==> config.mk <==
export PLATFORM = sky130hd
export DESIGN_NAME = hpdmc_ddr_rdcapture
export DESIGN_NICKNAME = d
export VERILOG_FILES = /design/src/rtl/hpdmc_ddr_rdcapture.sv
export SDC_FILE = /design/constraint.sdc
export NUM_CORES = 1
export LEC_CHECK = 0
export CORE_ASPECT_RATIO = 1.1
export CORE_MARGIN = 2
export CORE_UTILIZATION = 40
export DETAILED_ROUTE_END_ITERATION = 16
export GPL_TIMING_DRIVEN = 0
export HOLD_SLACK_MARGIN = 0.08
export PLACE_DENSITY = 0.88
export SLEW_MARGIN = 20
export SYNTH_ARGS = -nofsm -noshare
export SYNTH_HDL_FRONTEND = slang
export SYNTH_SLANG_ARGS = --single-unit
==> constraint.sdc <==
create_clock -name sys_clk -period 2.22 [get_ports sys_clk]
set_input_delay 0.444 -clock sys_clk [delete_from_list [all_inputs] [get_ports sys_clk]]
set_output_delay 0.444 -clock sys_clk [all_outputs]
set_load 0.01 [all_outputs]
==> src/rtl/hpdmc_ddr_rdcapture.sv <==
// HPDMC read-data capture: delays read commands by rd_lat and frames IDDR q0/q1 into burst words.
// Optional HPDMC_RDCAP_SWAP_EN adds half_swap to pair the previous cycle's q1 with the current q0.
module hpdmc_ddr_rdcapture #(
  parameter int DQ_WIDTH     = 16,
  parameter int BURST_CYCLES = 2,
  parameter int LAT_W        = 3
) (
  input  logic                  sys_clk,
  input  logic                  sys_rst,
  input  logic [DQ_WIDTH-1:0]   q0,
  input  logic [DQ_WIDTH-1:0]   q1,
  input  logic                  read_cmd,
  input  logic [LAT_W-1:0]      rd_lat,
  input  logic                  clear_err,
`ifdef HPDMC_RDCAP_SWAP_EN
  input  logic                  half_swap,
`endif
  output logic [2*DQ_WIDTH-1:0] data_out,
  output logic                  data_valid,
  output logic                  data_last,
  output logic                  busy,
  output logic                  overrun
);

  localparam int DEPTH = 2**LAT_W;
  localparam int CNT_W = (BURST_CYCLES > 1) ? $clog2(BURST_CYCLES) : 1;
  localparam logic [CNT_W-1:0] CNT_LAST = CNT_W'(BURST_CYCLES - 1);

  typedef enum logic {IDLE, BURST} state_t;

  state_t                  state_q;
  logic [CNT_W-1:0]        cnt_q;
  logic [DEPTH-1:0]        pipe_q, pipe_d;
  logic [2*DQ_WIDTH-1:0]   data_q;
  logic                    valid_q, last_q, ovr_q;
  logic [LAT_W-1:0]        tap;
  logic                    start, collide, last_beat;
  logic [DQ_WIDTH-1:0]     hi_half, lo_half;
  logic [2*DQ_WIDTH-1:0]   word;

  function automatic logic [2*DQ_WIDTH-1:0] frame_word(input logic [DQ_WIDTH-1:0] hi,
                                                       input logic [DQ_WIDTH-1:0] lo);
    return {hi, lo};
  endfunction

`ifdef HPDMC_RDCAP_SWAP_EN
  logic [DQ_WIDTH-1:0] q1_prev_q;

  always_ff @(posedge sys_clk) begin
    if (sys_rst) q1_prev_q <= '0;
    else         q1_prev_q <= q1;
  end

  always_comb begin
    hi_half = half_swap ? q1_prev_q : q0;
    lo_half = half_swap ? q0 : q1;
  end
`else
  always_comb begin
    hi_half = q0;
    lo_half = q1;
  end
`endif

  // Token tap: index 0 is read_cmd itself; a token is consumed where it is tapped.
  always_comb begin
    tap       = (rd_lat == '0) ? '0 : rd_lat - 1'b1;
    start     = (tap == '0) ? read_cmd : pipe_q[tap - 1'b1];
    last_beat = (state_q == BURST) && (cnt_q == CNT_LAST);
    collide   = start && (state_q == BURST) && (cnt_q != CNT_LAST);
    word      = frame_word(hi_half, lo_half);
    pipe_d    = '0;
    pipe_d[0] = read_cmd && (tap != '0);
    for (int i = 1; i < DEPTH; i++) begin
      pipe_d[i] = pipe_q[i-1] && (tap != LAT_W'(i));
    end
  end

  always_ff @(posedge sys_clk) begin
    if (sys_rst) begin
      state_q <= IDLE;
      cnt_q   <= '0;
      pipe_q  <= '0;
      data_q  <= '0;
      valid_q <= 1'b0;
      last_q  <= 1'b0;
      ovr_q   <= 1'b0;
    end else begin
      pipe_q  <= pipe_d;
      valid_q <= (state_q == BURST);
      last_q  <= last_beat;
      if (state_q == BURST) data_q <= word;
      if (collide)        ovr_q <= 1'b1;
      else if (clear_err) ovr_q <= 1'b0;
      case (state_q)
        IDLE: begin
          if (start) begin
            state_q <= BURST;
            cnt_q   <= '0;
          end
        end
        BURST: begin
          if (cnt_q == CNT_LAST) begin
            cnt_q <= '0;
            if (!start) state_q <= IDLE;
          end else begin
            cnt_q <= cnt_q + CNT_W'(1);
          end
        end
        default: state_q <= IDLE;
      endcase
    end
  end

  assign data_out   = data_q;
  assign data_valid = valid_q;
  assign data_last  = last_q;
  assign overrun    = ovr_q;
  assign busy       = (|pipe_q) || (state_q == BURST);

endmodule

**After elaboration in Yosys (flattened, before gate mapping)**

Index checks and enable logic that the tools add are counted.

- Register bits: 45
- Latch bits: 0
- Bits in writable memories: 0
- ROM bits: 0
- Input bits: 39
- Output and inout port bits: 36
- Word-level logic and storage cells: 50
- Memories: 0

- $add $sub $neg: 3
- Multipliers: 0
- Divide/modulo/power cells: 0
- Order comparisons: 1
- Equal/unequal tests: 8
- Shift-type cells: 0
- Muxes and demuxes: 12
- Bitwise logic cells: 2
- Reductions and logical operators: 17

Operators by type and width:

| cell | count |
|---|---|
| $ne A3 B3 Y1 const B | 4 |
| $logic_and A1 B1 Y1 | 11 |
| $mux W1 | 8 |
| $reduce_or A8 Y1 | 1 |
| $logic_not A3 Y1 | 2 |
| $ne A3 B2 Y1 const B | 2 |
| $sub A3 B1 Y3 const B | 2 |
| $lt A3 B4 Y1 const B | 1 |
| $pmux W1 S2 | 2 |
| $bmux W1 S3 | 1 |
| $mux W3 | 1 |
| $ne A3 B1 Y1 const B | 1 |
| $reduce_bool A3 Y1 | 1 |
| $ne A2 B2 Y1 const B | 1 |
| $not A1 Y1 | 2 |
| $reduce_bool A2 Y1 | 1 |
| $add A1 B1 Y1 const B | 1 |
| $logic_or A1 B1 Y1 | 1 |

**Longest topological paths before layout**

Gate-level depths: netlist (run 1).

- Depth in word-level cells: 9
- Depth in mapped cells: 7
- Depth with buffers taken out: 7

**Least setup slack after synthesis (run 1)**

Ideal clock, no wire load.

- Path type: input-to-reg
- Start point: in rd_lat[2]
- End point: reg cnt_q
- Library setup time: 0.114 ns
- Arrival: 1.851 ns
- Setup slack: 0.254 ns
- Stages: 7
- Buffers on the path: 0
- Cell sequence: nor3b_1 -> a21o_2 -> ha_1 -> mux2i_1 -> mux2_2 -> a41oi_1 -> a21bo_1

- Cells in the longest elaborated chain, start to end: 7

RTL lines:

| what | line | source |
|---|---|---|
| start: declaration | 13 | `input logic [LAT_W-1:0] rd_lat,` |
| $sub A3 B1 Y3 or $logic_not A3 Y1 (tied branches) | 67 | `tap = (rd_lat == '0) ? '0 : rd_lat - 1'b1;` |
| $mux W3 (*) | 67 |  |
| $sub A3 B1 Y3 | 68 | `start = (tap == '0) ? read_cmd : pipe_q[tap - 1'b1];` |
| $bmux W1 S3 | 68 |  |
| $mux W1 (not written as such) | 68 |  |
| $mux W1 (*) | 68 |  |
| $ne A2 B2 Y1 (no line) (*) | -- |  |
| end signal: assignment | 107 | `cnt_q <= cnt_q + CNT_W'(1);` |
| end: declaration | 32 | `logic [CNT_W-1:0] cnt_q;` |

Every way passes the cells marked *; elsewhere a longest branch is shown, timed or not. The select of a mux whose other input is x is not followed.
A chain may end at the register's enable or synchronous reset.

**Final worst setup path (run 1)**

Same ends and word-level chain as after synthesis.

==> results of run 1 <==
-- Yosys cell counts (2+ instances only) --
library cell	number	area, sq um
a31o_2	2	17.5
inv_1	4	15.0
nor2b_1	3	18.8
nand2b_1	3	18.8
o21ai_0	2	10.0
ha_1	3	37.5
nor2_1	34	128
a21oi_1	3	15.0
mux2i_1	34	340
buf_2	4	20.0
nor3b_1	7	52.6
dfxtp_1	45	901
clkbuf_1	5	18.8
-- power by group through the flow --
stage	clock network (mW)	registers, mW	logic [mW]
finish	0.617	0.916	0.506
global route	0.673	0.925	0.551
CTS	0.635	0.916	0.510
detailed placement	0	0.935	0.508
global placement	0	0.930	0.500
floorplan	0	0.964	0.232
-- registers in the layout (all words and copies together), names as in the netlist --
register and cells:
data_out 32, data_valid 1, cnt_q 1, state_q 1, pipe_q 8, overrun 1, data_last 1
-- repair_timing --
action | 4_1_cts | 5_1_grt
buffers inserted | 0 | 0
hold buffers | 0 | 0
resized for setup | 6 | 1
setup endpoints to repair | 4 | 1
-- routing by layer --
layer / vias up / global-route usage, % / share of wire, %
li1: 715 / - / -
met1: 662 / 19.0 / 42
met2: 51 / 29.3 / 50
met3: 4 / 3.86 / 7.3
met4: 0 / 6.12 / 1.1
met5: - / 0 / 0
-- kinds of logic after synthesis --
kind of cell,Yosys count,share of synthesized area (%)
buffers and inverters,13,3.10
multiplexers,36,21.6
AO/OA/AOI/OAI,14,6.78
AND/OR/NAND/NOR,53,14.4
flip-flops,45,51.9
adder cells (fa/ha/maj),3,2.16
-- worst max-delay path: cells and delay by family --
family	cells	cell delay, ns
AND/OR/NAND/NOR	1	0.19
buffers and inverters	1	0.30
multiplexers	2	0.38
adder cells (fa/ha/maj)	1	0.29
AO/OA/AOI/OAI	3	0.64
-- worst paths after layout --
check | slack [ns] | to | from | cells past startpoint
max reg2reg | 0.94 | cnt_q$_SDFFE_PP0P_ | pipe_q[6]$_SDFF_PP0_ | 4
min | 0.48 | pipe_q[5]$_SDFF_PP0_ | pipe_q[4]$_SDFF_PP0_ | 2
min reg2reg | 0.48 | pipe_q[5]$_SDFF_PP0_ | pipe_q[4]$_SDFF_PP0_ | 2
max | 0.14 | cnt_q$_SDFFE_PP0P_ | rd_lat[2] | 8
-- through the flow --
stage               hold WS [ns]  setup slack, ns  TNS, ns  cell area [sq um]
floorplan                  0.427            0.254        0               1730
global placement           0.449           -0.445    -1.20               2530
detailed placement         0.460           -0.504    -1.32               2530
CTS                        0.480           0.0679        0               2650
global route               0.497           0.0296        0               2660
finish                     0.476            0.144        0               2660
-- area by class of cell --
class | count | area, sq um | area share (%)
tap | 54 | 67.6 | 2.54
clock buffer | 7 | 86.3 | 3.24
inverter | 4 | 15.0 | 0.564
buffer | 9 | 41.3 | 1.55
sequential | 45 | 901 | 33.8
timing repair buffer | 73 | 726 | 27.2
multi-input combinational | 106 | 797 | 29.9
clock inverter | 1 | 30.0 | 1.13
==> key figures, run 1 <==
Timing
  – Final Slew Violations: 0
  – Crit path time final: 2.08 ns
  – Final setup vio count: 0
  – Final clock period utilization by the worst path: 93.5%
  – Slew headroom: 69.3%
  – Transition time of the tightest slew-check pin: 0.461 ns
  – Max frequency: 0.482 GHz
  – Clock skew: 0.00739 ns
  – Fin. Hold Viols: 0
  – RSZ-0062 raised after global routing: no

Yosys
  – Post-synthesis sequential area ratio: 51.9%
  – Cells after Synth: 164
  – Syn Nets: 206
  – Yosys warns: 0
  – Number of synthesized flops with an enable pin: 0
  – Post-synth ARST share: 0%
  – Register bit total from synthesis: 45
  – Avg Inst Size Synth: 10.6 sq um
  – Cell variety after synth: 28
  – Most used DFF post-synth: dfxtp_1
  – Netlist Area Pre-Place: 1730 sq um

Floorplanning
  – Core ar.: 4220 sq um
  – Rows: 25
  – # IOs: 75
  – Die width: 66.8 um
  – Die Span Y: 73.1 um
  – Starting Density: 41.1%
  – Total Die Area: 4880 sq um

Status
  – Status: finished clean

Clock tree
  – TritonCTS clock tree: done
  – Longest Clk Path Bufs: 2
  – Worst-Skew Late Latency: 0.28 ns
  – CTS sink cnt: 45
  – Clock slew at reported path FFs: 0.07 ns
  – Total CTS buffers: 5
  – H-tree levels: 2
  – CTS root buf: clkbuf_8

Final layout
  – Util after Layout: 63.1%
  – Most common cell after layout, fill and taps aside: clkdlybuf4s50_1
  – Antenna fix cells: 0
  – Filler instances: 355
  – Most frequent cells in the layout: 69 x clkdlybuf4s50_1, 45 x dfxtp_1, 34 x nor2_1, 34 x mux2i_1
  – Final Non-Filler Cells: 299
  – Layout cells sized above 1: 8.57%
  – Area grow syn2layout: 53.6%
  – Final #Nets: 286

Detailed routing
  – DRT antenna net count: 0
  – Vias: 1432
  – First-pass iteration count of the detailed router: 4
  – Initial DRC count: 61
  – Vias per Instance: 4.79
  – DRC errors left: 0
  – WL final: 3830 um
  – Routed length per instance: 12.8 um

Power
  – Static Leak: 1.05 nW
  – Total Power: 2.04 mW
  – Switching Share: 24.3%
  – Clock share of power: 30.3%
  – Int Power: 1.54 mW
  – Combinational Power Share: 24.8%
  – VDD IR-drop max: 0.334 mV
  – Net Switching: 496 uW
  – Pwr dens: 765 nW/um^2
  – Sequential Power Share: 44.9%

Global routing
  – Largest net degree at the start of global routing: 14
  – Antenna violations before repair: 0
  – Global-route wire length before repair: 6240 um
  – Gr ovfl total: 0
  – Tot GR Track Use: 16.5%
  – Vias in the first global route: 1444

Setup path
  – CP required: 2.40 ns
  – CP max stage cell: dlygate4sd2_1
  – Crit-path max cell delay: 0.30 ns
  – Startpoint Class: input port
  – Crit path DAT: 2.25 ns
  – CP Cell Sequence: dlygate4sd2_1 -> nor3b_2 -> a21o_2 -> ha_4 -> mux2i_1 -> mux2_2 -> a41oi_1 -> a21bo_1
  – CP Max Fanout: 6
  – Critical path endpoint category: register
  – Crit Path Category: in -> reg

Run
  – Max Cap Viol: 0

Placed design
  – Placed insts: 291
  – Dpl hpwl: 2970 um
  – Input/output buffers: 73
  – Final GP Congestion: 0.826

Min path
  – Path category of the worst min-delay check: reg -> reg
No activity file was read; power rests on OpenSTA's default activity.
==> run 2: changes to the inputs <==
CTS_BUF_LIST = sky130_fd_sc_hd__clkbuf_8   (was unset)
==> run 2 against run 1 <==
Against the previous run: register-to-register slack about the same; hold slack unchanged; utilization is the same; highest routed layer unchanged; cell area unchanged; first-iteration DRC count stayed put; setup slack unchanged; clock skew about the same; wire length is essentially flat; via count unchanged; critical path type unchanged.
==> key figures, run 2 (synthesis gave the netlist of run 1 again) <==
Global routing
  – Antenna violations before repair: 0
  – Tot GR Track Use: 16.5%
  – Global-route wire length before repair: 6240 um
  – Gr ovfl total: 0
  – Vias in the first global route: 1444
  – Largest net degree at the start of global routing: 14

Setup path
  – Reg-to-reg setup timing slack: 0.94 ns
  – CP bufs+invs: 1
  – Crit Path Category: in -> reg
  – Critical path endpoint category: register
  – CP Cell Sequence: dlygate4sd2_1 -> nor3b_2 -> a21o_2 -> ha_4 -> mux2i_1 -> mux2_2 -> a41oi_1 -> a21bo_1
  – Worst Setup EP: cnt_q$_SDFFE_PP0P_
  – CP required: 2.40 ns
  – Crit-path max cell delay: 0.30 ns
  – Worst r2r src: pipe_q[6]$_SDFF_PP0_
  – Crit-path leading delay family: compound AO/OA/AOI/OAI gates
  – Crit path DAT: 2.25 ns
  – CP Max Fanout: 6
  – CP startpoint: rd_lat[2]
  – CP max stage cell: dlygate4sd2_1
  – FF-to-FF path depth: 4
  – Crit. path cell count: 8
  – Startpoint Class: input port
  – R2R Path End: cnt_q$_SDFFE_PP0P_

Timing
  – Final Slew Violations: 0
  – TNS Setup: 0 ns
  – Max frequency: 0.482 GHz
  – Final clock period utilization by the worst path: 93.5%
  – RSZ-0062 raised after global routing: no
  – Fin. Hold Viols: 0
  – Slew headroom: 69.3%
  – Final setup vio count: 0
  – Crit path time final: 2.08 ns
  – Clock skew: 0.00772 ns
  – Setup WS post-layout: 0.144 ns
  – Transition time of the tightest slew-check pin: 0.461 ns

Final layout
  – Util after Layout: 63.1%
  – Antenna fix cells: 0
  – Area grow syn2layout: 53.6%
  – Layout cells sized above 1: 8.57%
  – Final Non-Filler Cells: 299
  – Final #Nets: 286
  – Most frequent cells in the layout: 69 x clkdlybuf4s50_1, 45 x dfxtp_1, 34 x nor2_1, 34 x mux2i_1
  – Max FFs per register: 32
  – Most common cell after layout, fill and taps aside: clkdlybuf4s50_1
  – Filler instances: 355

Clock tree
  – Clock slew at reported path FFs: 0.07 ns
  – Worst-Skew Late Latency: 0.29 ns
  – Longest Clk Path Bufs: 2
  – CTS root buf: clkbuf_8
  – Hold_buf cts: 0
  – CTS sink cnt: 45
  – Total CTS buffers: 5
  – TritonCTS clock tree: done
  – H-tree levels: 2

Power
  – Pwr dens: 764 nW/um^2
  – Clock share of power: 30.1%
  – Total Power: 2.03 mW
  – Switching Share: 24.4%
  – VDD IR-drop max: 0.334 mV
  – Static Leak: 1.05 nW
  – Combinational Power Share: 24.9%
  – Sequential Power Share: 45.0%
  – Int Power: 1.54 mW
  – Net Switching: 496 uW

Floorplanning
  – Core ar.: 4220 sq um
  – Die Span Y: 73.1 um
  – Rows: 25
  – # IOs: 75
  – Total Die Area: 4880 sq um
  – Starting Density: 41.1%
  – Die width: 66.8 um

Detailed routing
  – Initial DRC count: 61
  – WL final: 3840 um
  – Vias per Instance: 4.79
  – DRT antenna net count: 0
  – First-pass iteration count of the detailed router: 4
  – DRC errors left: 0
  – Routed length per instance: 12.8 um
  – Vias: 1432

Placed design
  – Final GP Congestion: 0.826
  – Input/output buffers: 73
  – Dpl hpwl: 2970 um
  – Setup WS pre-CTS: -0.504 ns
  – Placed insts: 291

Status
  – Status: finished clean

Min path
  – Path category of the worst min-delay check: reg -> reg

Run
  – Max Cap Viol: 0
## run 2: cell type report
| class | instances | area (sq um) | share of cell area, % |
|---|---|---|---|
| buffer | 9 | 41.3 | 1.55 |
| clock buffer | 6 | 82.6 | 3.10 |
| clock inverter | 2 | 33.8 | 1.27 |
| inverter | 4 | 15.0 | 0.564 |
| multi-input combinational | 106 | 797 | 29.9 |
| sequential | 45 | 901 | 33.8 |
| tap | 54 | 67.6 | 2.54 |
| timing repair buffer | 73 | 726 | 27.2 |
## run 2: worst min-delay path by stage
stage	from	slack, ns	end	cells after the start
2_1_floorplan	pipe_q[4]$_SDFF_PP0_	0.43	pipe_q[5]$_SDFF_PP0_	2
3_3_place_gp	overrun$_SDFFE_PP0P_	0.45	overrun$_SDFFE_PP0P_	2
3_5_place_dp	overrun$_SDFFE_PP0P_	0.46	overrun$_SDFFE_PP0P_	2
4_1_cts	pipe_q[4]$_SDFF_PP0_	0.48	pipe_q[5]$_SDFF_PP0_	2
5_1_grt	pipe_q[4]$_SDFF_PP0_	0.50	pipe_q[5]$_SDFF_PP0_	2
6_report	pipe_q[4]$_SDFF_PP0_	0.48	pipe_q[5]$_SDFF_PP0_	2
## run 2: tightest hold or removal path, cell delays in order (launching register included)
cell,delay [ns]
dfxtp_1,0.33
inv_1,0.06
a311oi_1,0.05
## run 2: timing repair
action,CTS,global route
buffers inserted,0,0
gates resized for setup,6,1
endpoints found under the setup margin,4,1
## run 2: stage by stage
stage / hold WS [ns] / instance area, sq um
6_report: 0.476 / 2660
5_1_grt: 0.497 / 2660
4_1_cts: 0.480 / 2650
3_5_place_dp: 0.460 / 2530
3_3_place_gp: 0.449 / 2530
2_1_floorplan: 0.427 / 1730
## run 2: routing by layer
metal,routed length (um),GRT usage (%)
met1,1610,19.0
met2,1900,29.3
met3,278,3.86
met4,43,6.12
met5,0,0
## run 2: power by group through the flow
stage,clock network (mW),logic (mW),registers (mW)
floorplan,0,0.232,0.964
global placement,0,0.500,0.930
detailed placement,0,0.508,0.935
CTS,0.631,0.510,0.916
global route,0.669,0.551,0.925
finish,0.613,0.506,0.916
==> run 3: changes to the inputs <==
CORE_MARGIN = unset   (was 2)
==> run 3 against run 2 <==
Against the previous run: utilization increased by 2.7 points; highest routed layer unchanged; count of clock-buffer cells in the layout unchanged; total power increased by 1.1%; via count increased by 0.35%; sequential power about the same; fmax increased by 1.1%; sequential share of layout area about the same; flip-flop and latch count unchanged; clock skew decreased by 0.0045 ns; die area decreased by 5.7%; clock power increased by 3.8%; setup slack improved by 0.022 ns.
==> key figures, run 3 (synthesis gave the netlist of run 1 again) <==
Status
  – Status: finished clean

Clock tree
  – Post-CTS setup buffers: 0
  – TritonCTS clock tree: done
  – Resize count post-CTS: 6
  – Clock slew at reported path FFs: 0.08 ns
  – Total CTS buffers: 5
  – CTS sink cnt: 45
  – Worst-Skew Late Latency: 0.29 ns
  – Longest Clk Path Bufs: 2
  – Hold_buf cts: 0
  – H-tree levels: 2
  – CTS root buf: clkbuf_8

Min path
  – Worst hold start: pipe_q[4]$_SDFF_PP0_
  – Worst Hold Depth: 2
  – Path category of the worst min-delay check: reg -> reg
  – Worst Hold End: pipe_q[5]$_SDFF_PP0_

Setup path
  – CP Max Fanout: 6
  – Reg-to-reg setup timing slack: 0.92 ns
  – FF-to-FF path depth: 4
  – Critical path endpoint category: register
  – CP startpoint: rd_lat[2]
  – Crit Path Category: in -> reg
  – CP required: 2.41 ns
  – Crit path DAT: 2.25 ns
  – R2R Path End: cnt_q$_SDFFE_PP0P_
  – Startpoint Class: input port
  – Worst r2r src: pipe_q[5]$_SDFF_PP0_

Floorplanning
  – Total Die Area: 4600 sq um
  – Rows: 24
  – Die width: 64.8 um
  – Die Span Y: 71.1 um
  – # IOs: 75
  – Core ar.: 4050 sq um
  – Starting Density: 42.8%

Power
  – VDD IR-drop max: 0.510 mV
  – Pwr dens: 772 nW/um^2
  – Static Leak: 1.04 nW

Detailed routing
  – M1 WL: 1700 um
  – Routed wire length on met3: 284 um
  – Routed length per instance: 12.7 um
  – WL final: 3780 um
  – First-pass iteration count of the detailed router: 4
  – Routed wl met2: 1710 um
  – DRT antenna net count: 0
  – Vias: 1437
  – Highest routed layer: met4
  – Initial DRC count: 41
  – Vias per Instance: 4.84
  – DRC errors left: 0

Global routing
  – Antenna violations before repair: 0
  – Global-route wire length before repair: 6170 um
  – Gr ovfl total: 0
  – Vias in the first global route: 1409
  – Tot GR Track Use: 17.4%
  – Largest net degree at the start of global routing: 15

Timing
  – Max frequency: 0.487 GHz
  – Final clock period utilization by the worst path: 92.5%
  – Clock skew: 0.00321 ns
  – TNS Setup: 0 ns
  – RSZ-0062 raised after global routing: no
  – Fin. Hold Viols: 0
  – Transition time of the tightest slew-check pin: 0.489 ns
  – Slew headroom: 67.4%
  – Crit path time final: 2.05 ns
  – Final Slew Violations: 0
  – Setup WS post-layout: 0.166 ns
  – Final setup vio count: 0

Final layout
  – Filler instances: 363
  – Most common cell after layout, fill and taps aside: clkdlybuf4s50_1
  – Area grow syn2layout: 53.7%
  – Layout cells sized above 1: 8.98%
  – Final #Nets: 286
  – Most frequent cells in the layout: 69 x clkdlybuf4s50_1, 45 x dfxtp_1, 34 x nor2_1, 34 x mux2i_1
  – Antenna fix cells: 0
  – Max FFs per register: 32

Placed design
  – Final GP Congestion: 0.902
  – Input/output buffers: 73
  – Dpl hpwl: 2730 um
  – Setup WS pre-CTS: -0.508 ns

Run
  – Max Cap Viol: 0
[run 3: routing by layer]
layer	up-vias	track usage, %
met4	0	8.40
met1	653	20.3
met3	9	4.84
met5	-	0
met2	59	28.9
li1	716	-
[run 3: area by class of cell]
type / instances / area, sq um / share of cell area, %
timing repair buffer: 73 / 726 / 27.2
inverter: 4 / 15.0 / 0.563
clock inverter: 2 / 37.5 / 1.41
tap: 52 / 65.1 / 2.44
multi-input combinational: 106 / 797 / 29.9
sequential: 45 / 901 / 33.8
buffer: 9 / 41.3 / 1.55
clock buffer: 6 / 82.6 / 3.10
[run 3: through the flow]
step / utilization, % / hold WS (ns) / instance area, sq um / total power, mW / instances
final: 65.7 / 0.465 / 2670 / 2.06 / 297
after global routing: 65.7 / 0.476 / 2670 / 2.16 / 297
after CTS: 65.4 / 0.464 / 2650 / 2.08 / 297
after detailed placement: 62.4 / 0.457 / 2530 / 1.44 / 289
after global placement: 62.4 / 0.447 / 2530 / 1.43 / 289
after floorplan: - / 0.427 / 1730 / 1.20 / 164
[run 3: worst max-delay path by stage]
stage / depth (start not counted) / slack [ns] / end
floorplan: 7 / 0.25 / cnt_q$_SDFFE_PP0P_
global placement: 8 / -0.44 / cnt_q$_SDFFE_PP0P_
detailed placement: 8 / -0.51 / cnt_q$_SDFFE_PP0P_
CTS: 8 / 0.07 / cnt_q$_SDFFE_PP0P_
global route: 8 / 0.06 / cnt_q$_SDFFE_PP0P_
finish: 8 / 0.17 / cnt_q$_SDFFE_PP0P_
[run 3: power breakdown]
group / internal, mW / leakage [nW] / switching, mW
Sequential: 0.881 / 0.368 / 0.0342
Combinational: 0.296 / 0.619 / 0.211
Clock: 0.366 / 0.0574 / 0.271
[run 3: worst max-delay path, cell delays in order]
cell	delay [ns]
dlygate4sd2_1	0.31
nor3b_2	0.19
a21o_2	0.22
ha_4	0.29
mux2i_1	0.08
mux2_2	0.30
a41oi_1	0.21
a21bo_1	0.21
